## config.mk

```make
export PLATFORM = sky130hd
export DESIGN_NAME = cdc_bus_dst
export DESIGN_NICKNAME = d
export VERILOG_FILES = /design/src/rtl/cdc_bus_dst.sv
export SDC_FILE = /design/constraint.sdc
export NUM_CORES = 1
export LEC_CHECK = 0
export BUFFER_PORTS_ARGS = -buffer_cell sky130_fd_sc_hd__buf_2
export CAP_MARGIN = 20
export CORE_AREA = 2 2 59 103
export CTS_CLUSTER_DIAMETER = 60
export CTS_CLUSTER_SIZE = 10
export DETAILED_ROUTE_END_ITERATION = 10
export DIE_AREA = 0 0 61 105
export PLACE_DENSITY = 0.62
export SYNTH_ARGS = -nofsm -noshare
export SYNTH_HDL_FRONTEND = slang
export SYNTH_SLANG_ARGS = --single-unit
```

## constraint.sdc

```tcl
create_clock -name dst_clk -period 2.05 [get_ports dst_clk]
set_input_delay 0.41 -clock dst_clk [delete_from_list [all_inputs] [get_ports dst_clk]]
set_output_delay 0.41 -clock dst_clk [all_outputs]
set_load 0.005 [all_outputs]
```

## src/rtl/cdc_bus_dst.sv

```systemverilog
// Destination endpoint of a req/ack toggle-handshake bus crossing.
// Synchronises req_tgl, captures src_data once per request edge, offers it via valid/ready and returns ack_tgl.
module cdc_bus_dst #(
  parameter int WIDTH       = 32,
  parameter int SYNC_STAGES = 4
) (
  input  logic             dst_clk,
  input  logic             dst_rst_n,
  input  logic             req_tgl,
  input  logic [WIDTH-1:0] src_data,
  output logic             ack_tgl,
  output logic [WIDTH-1:0] dst_data,
  output logic             dst_valid,
  input  logic             dst_ready,
  output logic             proto_err
);

  generate
    if (SYNC_STAGES < 2) begin : g_bad_sync_stages
      $error("cdc_bus_dst: SYNC_STAGES must be at least 2");
    end
  endgenerate

  typedef enum logic {
    ST_IDLE = 1'b0,
    ST_HOLD = 1'b1
  } state_t;

  logic [SYNC_STAGES-1:0] sync_r;
  logic                   req_sync_s;
  logic                   req_seen_r;
  logic                   ack_r;
  logic                   valid_r;
  logic                   err_r;
  logic [WIDTH-1:0]       data_r;
  state_t                 state_r;

  // Multi-flop synchroniser for the request toggle; src_data is never synchronised.
  always_ff @(posedge dst_clk or negedge dst_rst_n) begin
    if (!dst_rst_n) begin
      sync_r <= '0;
    end else begin
      sync_r <= {sync_r[SYNC_STAGES-2:0], req_tgl};
    end
  end

  assign req_sync_s = sync_r[SYNC_STAGES-1];

  // Handshake FSM: capture on a new request edge, hold until the consumer accepts, then ack.
  always_ff @(posedge dst_clk or negedge dst_rst_n) begin
    if (!dst_rst_n) begin
      state_r    <= ST_IDLE;
      req_seen_r <= 1'b0;
      ack_r      <= 1'b0;
      valid_r    <= 1'b0;
      err_r      <= 1'b0;
      data_r     <= '0;
    end else begin
      case (state_r)
        ST_IDLE: begin
          if (req_sync_s != req_seen_r) begin
            data_r     <= src_data;
            req_seen_r <= req_sync_s;
            valid_r    <= 1'b1;
            state_r    <= ST_HOLD;
          end else begin
            state_r    <= ST_IDLE;
          end
        end
        ST_HOLD: begin
          // A further request edge before the ack is a sender violation; it stays pending, not captured.
          if (req_sync_s != req_seen_r) begin
            err_r <= 1'b1;
          end else begin
            err_r <= err_r;
          end
          if (dst_ready) begin
            valid_r <= 1'b0;
            ack_r   <= ~ack_r;
            state_r <= ST_IDLE;
          end else begin
            state_r <= ST_HOLD;
          end
        end
        default: begin
          state_r <= ST_IDLE;
          valid_r <= 1'b0;
        end
      endcase
    end
  end

  assign ack_tgl   = ack_r;
  assign dst_data  = data_r;
  assign dst_valid = valid_r;
  assign proto_err = err_r;

endmodule

```

==> results_dict.tcl <==
set metrics [dict create \
    syn_area_per_cell_um2 18.85 \
    design_area_mm2 0.002167 \
    htreeDepth 2 \
    grt_max_degree 42 \
    finClkSkew_ns 0.003589 \
    clkLatencyLatePin_ns 0.28 \
    place_ws_ns 0.3588 \
    rsz0062_at_grt "no" \
    dieArea_mm2 0.006405 \
    worst_pin_slew_ns 0.5057 \
    fmax_ghz 0.5938 \
    yosysSeqAreaShare_pct 62.55 \
    routedWlPerCell_um 12.41 \
    postSynthNetCount 123 \
    final_hold_viol_count 0 \
    dp_hpwl_mm 2.214 \
    ios 71 \
    synth_top_cell_area_share_pct 62.55 \
    finalWorstSetupSlack_ns 0.3659 \
    cp-end-kind "register" \
    critPathRequiredTime_ns 2.22 \
    multi_input_area_um2 540.5 \
    place.gp.congestion 0.6295 \
    setup_viol 0 \
    cts_buffers 5 \
    cts_buffer_depth 2 \
    synth_area_leaders "dfrtp_1 63%, mux2_4 27%, buf_12 3.7%" \
    drc 0 \
    regArea_mm2 0.001026 \
    placed_cells 232 \
    clkSinkCount 41 \
    final_layout_size_suffix_gt1_share_pct 70.12 \
    viasPerCell 4.025 \
    fin_crit_sh_pct 82.15 \
    fp.dieW_um 61 \
    worst-setup-path-type "register to register" \
    stdcell_count 240 \
    drv_cap 0 \
    arrival_ns 1.85 \
    slowest_delay_ns 0.39 \
    grt_usage_pct 9.911 \
    ys_warn_count 0 \
    grt_overflow 0 \
    antenna_found_initial 0 \
    relSlewSlack_pct 66.29 \
    maxSlewViolCount 0 \
    ys_types 14 \
    crit_path_start_kind "register" \
    placed_cell_area_mm2 0.002051 \
    initial_core_util_pct 29.61 \
    worst-path-max-fanout 9 \
    wl_mm 2.979 \
    final.fill_count 549 \
    num_rows 36 \
    ctsHoldBuffers 0 \
    cts_tree "yes" \
    ir_worst_vdd_uv 630.8 \
    antenna_left 0 \
    setup_tns_ns 0 \
    power_density_mw_per_mm2 1611 \
    fp.coreArea_mm2 0.005540 \
    drt_iter0_drc 11 \
    syn_area_mm2 0.001640 \
    synth-seq-cells 41 \
    period_minus_slack_ns 1.684 \
    post_cts_buffers 0 \
    clock-root-buffer "clkbuf_8" \
    grt_pass1_vias 1058 \
    cpMaxStageDelayCell "dfrtp_1" \
    drtPass1Iterations 4 \
    power_leakage_nw 1.091 \
    cts.clk_slew.worst_paths_ns 0.07 \
    syn_to_final_growth_pct 32.11 \
    worstHoldPathType "input port to async pin" \
    worstPathCellList "xor2_1 -> and2b_2 -> buf_4 -> mux2_4" \
    dieHeight_um 105 \
    yosysTopAreaCell "dfrtp_1" \
    grt_pass1_wl_mm 4.664 \
    vias 966 \
    nets 199 \
    status "finished clean" \
    port_buffers 70 \
    post_cts_resized 0 \
    syn_inst 87 \
    antennaDiodeCount 0 \
]
## registers in the layout, summed over array words and instances, names as in the netlist
name        count
dst_data       32
dst_valid       1
proto_err       1
sync_r          4
ack_tgl         1
req_seen_r      1
state_r         1
## synthesized netlist by cell type (all sizes together)
master  number
dfrtp       41
mux2        33
buf          4
a21o         1
and2b        1
inv          1
nand2        1
nor2         1
o21a         1
o22ai        1
xnor2        1
xor2         1
## final cells by class
type	instances	area share (%)
Clock buffer	7	3.984
Inverter	1	0.1732
Multi-Input combinational cell	41	24.94
Sequential cell	41	47.34
Clock inverter	1	1.386
Tap cell	76	4.388
Timing Repair Buffer	73	17.78
## layout by cell type (no fill, tap or decap), drive strengths merged
cell type	netlist	final
a21o	1	1
and2b	1	1
buf	4	73
bufinv	0	1
clkbuf	0	7
dfrtp	41	41
inv	1	1
mux2	33	33
nand2	1	1
nor2	1	1
o21a	1	1
o22ai	1	1
xnor2	1	1
xor2	1	1
## critical path, delay by kind of cell, from the launching register on
family | cells | cell delay (ns)
XOR/XNOR | 1 | 0.27
multiplexers | 1 | 0.32
flip-flops | 1 | 0.39
buffers and inverters | 1 | 0.26
AND/OR/NAND/NOR | 1 | 0.35
## through the flow
stage / hold WS [ns] / total power, mW / util, %
floorplan: 0.1144 / 2.464 / -
global placement: 0.3344 / 2.854 / 37.01
detailed placement: 0.3471 / 2.878 / 37.01
CTS: 0.1906 / 3.560 / 39.11
global route: 0.2147 / 3.733 / 39.11
finish: 0.1785 / 3.492 / 39.11
## final timing paths
check / startpoint / endpoint / slack (ns) / depth (start not counted)
worst max-delay path: req_seen_r / dst_data[31] / 0.37 / 4
worst min-delay path: dst_rst_n / dst_data[16] / 0.18 / 2
worst max register to register: req_seen_r / dst_data[31] / 0.37 / 4
worst min register to register: sync_r[0] / sync_r[1] / 0.36 / 0
max in group asynchronous: dst_rst_n / dst_valid / 1.52 / 2
min in group dst_clk: req_tgl / sync_r[0] / 0.23 / 1
## logic make-up after synthesis
kind of cell              share of synthesized area, %
DFF                                              62.55
muxes                                            29.52
buffers and inverters                            4.577
AOI/OAI and AO/OA                                1.374
and+or+nand+nor                                 0.9151
xor gates and xnor gates                         1.068
## routing by layer
| metal | vias to the layer above | track usage (%) | share of wire (%) |
|---|---|---|---|
| li1 | 447 | - | - |
| met1 | 471 | 9.937 | 37 |
| met2 | 44 | 17.05 | 56 |
| met3 | 4 | 3.465 | 5.9 |
| met4 | 0 | 5.124 | 1.5 |
| met5 | - | 0 | 0 |
## report_power, final
| part | internal, mW | total [mW] | switching (mW) | leakage (nW) |
|---|---|---|---|---|
| Clock | 0.397 | 0.651 | 0.255 | 0.0585 |
| Sequential | 1.19 | 1.40 | 0.208 | 0.477 |
| Combinational | 0.960 | 1.45 | 0.485 | 0.555 |
| Total | 2.54 | 3.49 | 0.947 | 1.09 |
Note: power is estimated with default switching activity, not from simulation.
